<file path="config.mk">
export PLATFORM = sky130hd
export DESIGN_NAME = mtimer
export DESIGN_NICKNAME = d
export VERILOG_FILES = /design/src/rtl/mtimer.sv
export SDC_FILE = /design/constraint.sdc
export NUM_CORES = 1
export LEC_CHECK = 0
export ABC_AREA = 1
export BUFFER_PORTS_ARGS = -buffer_cell sky130_fd_sc_hd__buf_2
export CAP_MARGIN = 5
export CORE_AREA = 3 3 182 184
export DETAILED_ROUTE_END_ITERATION = 7
export DIE_AREA = 0 0 185 187
export PLACE_DENSITY = 0.69
export SYNTH_ARGS = -nofsm -noshare
export SYNTH_HDL_FRONTEND = slang
export SYNTH_SLANG_ARGS = --single-unit
</file>
<file path="constraint.sdc">
create_clock -name clk -period 1.7 [get_ports clk]
set_input_delay 0.255 -clock clk [delete_from_list [all_inputs] [get_ports clk]]
set_output_delay 0.255 -clock clk [all_outputs]
set_load 0.05 [all_outputs]
</file>
<file path="src/rtl/mtimer.sv">
// ---------------------------------------------------------------------------
// mtimer -- RISC-V machine timer (mtime / mtimecmp) on a 32-bit data bus.
//
// Holds the 64-bit free-running mtime counter, advanced once every PRESCALE
// core clocks, and the 64-bit mtimecmp compare register. Both are visible as
// four 32-bit words. irq_mtimecmp is a registered level (mtime >= mtimecmp).
//
// Bus handshake: sel acts as a valid strobe. The block is always ready, so
// every cycle with sel high is a completed access. Writes land on the next
// rising edge. Reads return the pre-edge register value in rdata one edge
// later, and rdata holds until the next read.
//
// Parameters
//   PRESCALE      core clocks per mtime increment (1..65535)
// Ports
//   clk           core clock, rising edge
//   resetb        asynchronous active-low reset
//   sel           access to this block this cycle
//   we            1 = write, 0 = read (only meaningful with sel)
//   a_word        0 mtime lo, 1 mtime hi, 2 mtimecmp lo, 3 mtimecmp hi
//   wdata         write data
//   be            per-byte write enables
//   rdata         registered read data
//   irq_mtimecmp  registered interrupt level
// ---------------------------------------------------------------------------
module mtimer #(
    parameter int unsigned PRESCALE = 1
) (
    input  logic        clk,
    input  logic        resetb,
    input  logic        sel,
    input  logic        we,
    input  logic [1:0]  a_word,
    input  logic [31:0] wdata,
    input  logic [3:0]  be,
    output logic [31:0] rdata,
    output logic        irq_mtimecmp
);

    localparam logic [15:0] PRESC_LAST = 16'(PRESCALE - 1);

    logic [63:0] mtime_q,      mtime_d;
    logic [63:0] mtimecmp_q,   mtimecmp_d;
    logic [15:0] presc_q,      presc_d;
    logic [31:0] rdata_q,      rdata_d;
    logic        irq_q,        irq_d;
    logic [31:0] shadow_q,     shadow_d;
    logic        shadow_vld_q, shadow_vld_d;

    logic tick;
    logic wr;
    logic rd;

    assign tick = (presc_q == PRESC_LAST);
    assign wr   = sel & we;
    assign rd   = sel & ~we;

    // Replace only the enabled bytes of a 32-bit word.
    function automatic logic [31:0] merge_bytes(input logic [31:0] old_w,
                                                input logic [31:0] new_w,
                                                input logic [3:0]  en);
        logic [31:0] res;
        res = old_w;
        for (int i = 0; i < 4; i++) begin
            if (en[i]) res[8*i +: 8] = new_w[8*i +: 8];
        end
        return res;
    endfunction

    always_comb begin
        mtime_d      = tick ? (mtime_q + 64'd1) : mtime_q;
        mtimecmp_d   = mtimecmp_q;
        presc_d      = tick ? 16'd0 : (presc_q + 16'd1);
        rdata_d      = rdata_q;
        shadow_d     = shadow_q;
        shadow_vld_d = shadow_vld_q;
        // Compare on current register values; the result lags by one edge.
        irq_d        = (mtime_q >= mtimecmp_q);

        if (wr) begin
            case (a_word)
                2'd0: begin
                    // An mtime write overrides the increment and restarts the
                    // prescaler, even when no byte is enabled.
                    mtime_d      = {mtime_q[63:32], merge_bytes(mtime_q[31:0], wdata, be)};
                    presc_d      = 16'd0;
                    shadow_vld_d = 1'b0;
                end
                2'd1: begin
                    mtime_d      = {merge_bytes(mtime_q[63:32], wdata, be), mtime_q[31:0]};
                    presc_d      = 16'd0;
                    shadow_vld_d = 1'b0;
                end
                2'd2: mtimecmp_d = {mtimecmp_q[63:32], merge_bytes(mtimecmp_q[31:0], wdata, be)};
                default: mtimecmp_d = {merge_bytes(mtimecmp_q[63:32], wdata, be), mtimecmp_q[31:0]};
            endcase
        end

        if (rd) begin
            case (a_word)
                2'd0: begin
                    // Snapshot the high half so a following hi read is
                    // coherent with this lo read across a carry.
                    rdata_d      = mtime_q[31:0];
                    shadow_d     = mtime_q[63:32];
                    shadow_vld_d = 1'b1;
                end
                2'd1: begin
                    rdata_d      = shadow_vld_q ? shadow_q : mtime_q[63:32];
                    shadow_vld_d = 1'b0;
                end
                2'd2: rdata_d = mtimecmp_q[31:0];
                default: rdata_d = mtimecmp_q[63:32];
            endcase
        end
    end

    always_ff @(posedge clk or negedge resetb) begin
        if (!resetb) begin
            mtime_q      <= 64'd0;
            mtimecmp_q   <= 64'hFFFF_FFFF_FFFF_FFFF;
            presc_q      <= 16'd0;
            rdata_q      <= 32'd0;
            irq_q        <= 1'b0;
            shadow_q     <= 32'd0;
            shadow_vld_q <= 1'b0;
        end else begin
            mtime_q      <= mtime_d;
            mtimecmp_q   <= mtimecmp_d;
            presc_q      <= presc_d;
            rdata_q      <= rdata_d;
            irq_q        <= irq_d;
            shadow_q     <= shadow_d;
            shadow_vld_q <= shadow_vld_d;
        end
    end

    assign rdata        = rdata_q;
    assign irq_mtimecmp = irq_q;

endmodule

</file>
==> results.sh <==
export IMPL_grt_max_degree=54
export IMPL_multiInputGateArea_um2=8045
export IMPL_dp_hpwl_um=43830
export IMPL_fp_dieH_um=187
export IMPL_avgRoutedWirePerCell_um=20.72
export IMPL_cp_data_required_time_ns=2.19
export IMPL_rsz0062_at_grt="true"
export IMPL_slew_headroom_pct=59.72
export IMPL_post_route_min_period_ns=2.018
export IMPL_routed_wl_um=57760
export IMPL_start_kind="flip-flop"
export IMPL_cts_buffer_depth=3
export IMPL_crit_path_end_kind="flip-flop"
export IMPL_synthTopCellsByCount="466 x nand2_1, 223 x nor2_1, 216 x inv_1, 179 x o21ai_0, 146 x dfrtp_1"
export IMPL_ys_ff_latch=210
export IMPL_insertion_delay_ns=0.55
export IMPL_hold_viol=0
export IMPL_crit_chain="inv_2 > ha_4 > nand4_1 > nor2_4 > nand4_1 > buf_6 > buf_6 > a21oi_2 > nor2_2 > nand3_1"
export IMPL_io_pin_count=75
export IMPL_die_width_um=185
export IMPL_drv_cap=0
export IMPL_cts_sinks=210
export IMPL_yosysMostFrequentCell="nand2_1"
export IMPL_placed_cells=2681
export IMPL_nets=2475
export IMPL_start_util_pct=42.86
export IMPL_cp_max_fo=2
export IMPL_fmax_mhz=495.6
export IMPL_yosysWarnings=0
export IMPL_gp_congestion=1.064
export IMPL_vias=15690
export IMPL_drtPass1Iterations=6
export IMPL_drive_gt1_share_pct=35.92
export IMPL_outcome="finished, violations left"
export IMPL_avgSynthCellArea_um2=7.228
export IMPL_path_clk_slew_ns=0.06
export IMPL_worst_slack_ns=-0.3176
export IMPL_htreeDepth=1
export IMPL_violations="negative setup slack"
export IMPL_postSynthCellCount=1871
export IMPL_port_buffers=74
export IMPL_synthesis_area_um2=13520
export IMPL_die_area_um2=34600
export IMPL_final_antenna_net_count=0
export IMPL_dr_first_iter_drc_count=1837
export IMPL_power_leakage_nw=9.450
export IMPL_grtUsageTotal_pct=32.19
export IMPL_grt_pass1_vias=15200
export IMPL_path_class="flip-flop to flip-flop"
export IMPL_regArea_um2=5351
export IMPL_synth_top_area_share_pct=27.01
export IMPL_route_detailed_drc=0
export IMPL_synth_edf_count=0
export IMPL_antenna_cells=0
export IMPL_worstPathArrival_ns=2.51
export IMPL_fin_skew_ns=0.02108
export IMPL_instances_no_fill=2788
export IMPL_total_power_mw=23.25
export IMPL_root_buffer="clkbuf_16"
export IMPL_tightest_slew_ns=0.6035
export IMPL_synthToLayoutAreaGrowth_pct=47.74
export IMPL_grt_pass1_wl_um=86260
export IMPL_synth_area_leaders="dfrtp_1 27%, nand2_1 13%, dfstp_2 12%"
export IMPL_overflow=0
export IMPL_cts_made_buffers=26
export IMPL_crit_path_max_incr_delay_ns=0.55
export IMPL_cpMaxStageDelayCell="dfstp_2"
export IMPL_vias_per_cell=5.628
export IMPL_fill_cells=2707
export IMPL_tritoncts="done"
export IMPL_synth_cell_types=41
export IMPL_placementRows=65
export IMPL_finalSetupViolations=73
export IMPL_ir_worst_vdd_mv=0.8039
export IMPL_yosysSeqAreaShare_pct=39.45
export IMPL_synth_fp_nets=1980
export IMPL_min_path_type="input pin to flip-flop"
export IMPL_ys_flop_type="dfrtp_1"
export IMPL_yosysTopAreaCell="dfrtp_1"
export IMPL_slew_viol_final=0
export IMPL_async_flop_share_pct=100.0
export IMPL_pwr_density_cell_nw_per_um2=1163
export IMPL_antenna_found_initial=0
export IMPL_timing_final_crit_share_pct=118.7
export IMPL_core_area_um2=31560
-- state kept, by name (all words and copies together) (netlist names) --
signal / count
mtime_q: 64
mtimecmp_q: 64
rdata: 32
shadow_q: 32
presc_q: 16
irq_mtimecmp: 1
shadow_vld_q: 1
-- area by class of cell --
type,instances,share of cell area [%]
sequential,210,26.78
timing repair buffer,526,21.31
tap,402,2.517
clock inverter,12,1.071
inverter,231,4.352
clock buffer,36,3.701
multi-input combinational,1371,40.27
-- layer usage --
layer / track usage, % / part of all wire (%) / vias up
met5: 0 / 0 / -
met4: 12.01 / 4.9 / 0
met3: 4.687 / 9.8 / 178
met2: 51.05 / 45 / 874
met1: 44.62 / 41 / 7454
li1: - / - / 7186
-- kinds of logic after synthesis --
family / count (synthesis) / share of synthesized area (%)
buffers and inverters: 290 / 8.354
AOI/OAI and AO/OA: 390 / 16.12
muxes: 5 / 0.4163
and+or+nand+nor: 879 / 27.52
DFF: 210 / 39.45
adders and majority gates: 67 / 6.199
xor gates and xnor gates: 30 / 1.943
-- what timing repair did --
action                                  CTS  global route
gates resized for setup                 167           138
hold endpoints to repair                 80             0
hold buffers                             29             0
endpoints found under the setup margin   69            74
pin swaps                                46            75
setup buffers                            15            22
-- power breakdown --
group          internal [mW]  switching (mW)  total, mW
clock network           3.94            2.33       6.27
logic                   4.11            5.54       9.65
registers               6.40           0.932       7.33
total                   14.4            8.80       23.2
-- worst max-delay path: cells and delay by family, from the launching register on --
kind	cells	cell delay (ns)
buffers and inverters	3	0.33
DFF	1	0.55
adders and majority gates	1	0.27
and+or+nand+nor	5	0.69
AOI/OAI and AO/OA	1	0.12
-- final timing paths --
check / start / slack [ns] / cells past startpoint / end
setup / recovery: mtimecmp_q[57] / -0.32 / 10 / irq_mtimecmp
hold / removal: be[1] / 0.03 / 3 / mtime_q[10]
min in group asynchronous: resetb / 0.23 / 2 / rdata[7]
setup reg to reg: mtimecmp_q[57] / -0.32 / 10 / irq_mtimecmp
max in group asynchronous: resetb / 0.77 / 3 / mtimecmp_q[50]
hold reg to reg: rdata[24] / 0.48 / 2 / rdata[24]
-- stage by stage --
step	hold slack, ns	area (um2)	setup TNS (ns)	utilization (%)	worst slack, ns
after global routing	0.05177	19980	-20.86	63.32	-0.4181
after floorplan	-0.04059	13540	-0.1676	-	-0.07846
final	0.02863	19980	-12.29	63.32	-0.3176
after global placement	0.2291	17370	-15.21	55.03	-0.5118
after detailed placement	0.2320	17370	-15.97	55.03	-0.5733
after CTS	0.004227	19320	-9.135	61.22	-0.2796
-- layout by cell type (no fill, tap or decap), drive strengths merged --
master / synthesis / routed
o21ai: 209 / 209
o221ai: 7 / 7
a211oi: 2 / 2
mux2: 5 / 5
clkinv: 2 / 7
a22oi: 2 / 2
o21bai: 5 / 5
xor2: 25 / 25
a32o: 1 / 1
clkbuf: 36 / 36
a21oi: 95 / 95
inv: 229 / 230
o311ai: 3 / 3
o211ai: 9 / 9
a31oi: 7 / 7
nor2: 259 / 259
bufinv: 0 / 6
dlygate4sd3: 0 / 29
a221oi: 20 / 20
nand4: 40 / 40
nand2: 471 / 471
dfstp: 64 / 64
a21o: 1 / 1
nor4: 4 / 4
ha: 67 / 67
nor3: 26 / 26
or2: 2 / 2
dfrtp: 146 / 146
xnor2: 5 / 5
buf: 23 / 497
nand3: 77 / 77
o22ai: 22 / 22
a41oi: 7 / 7
Note: power is estimated with default switching activity, not from simulation.
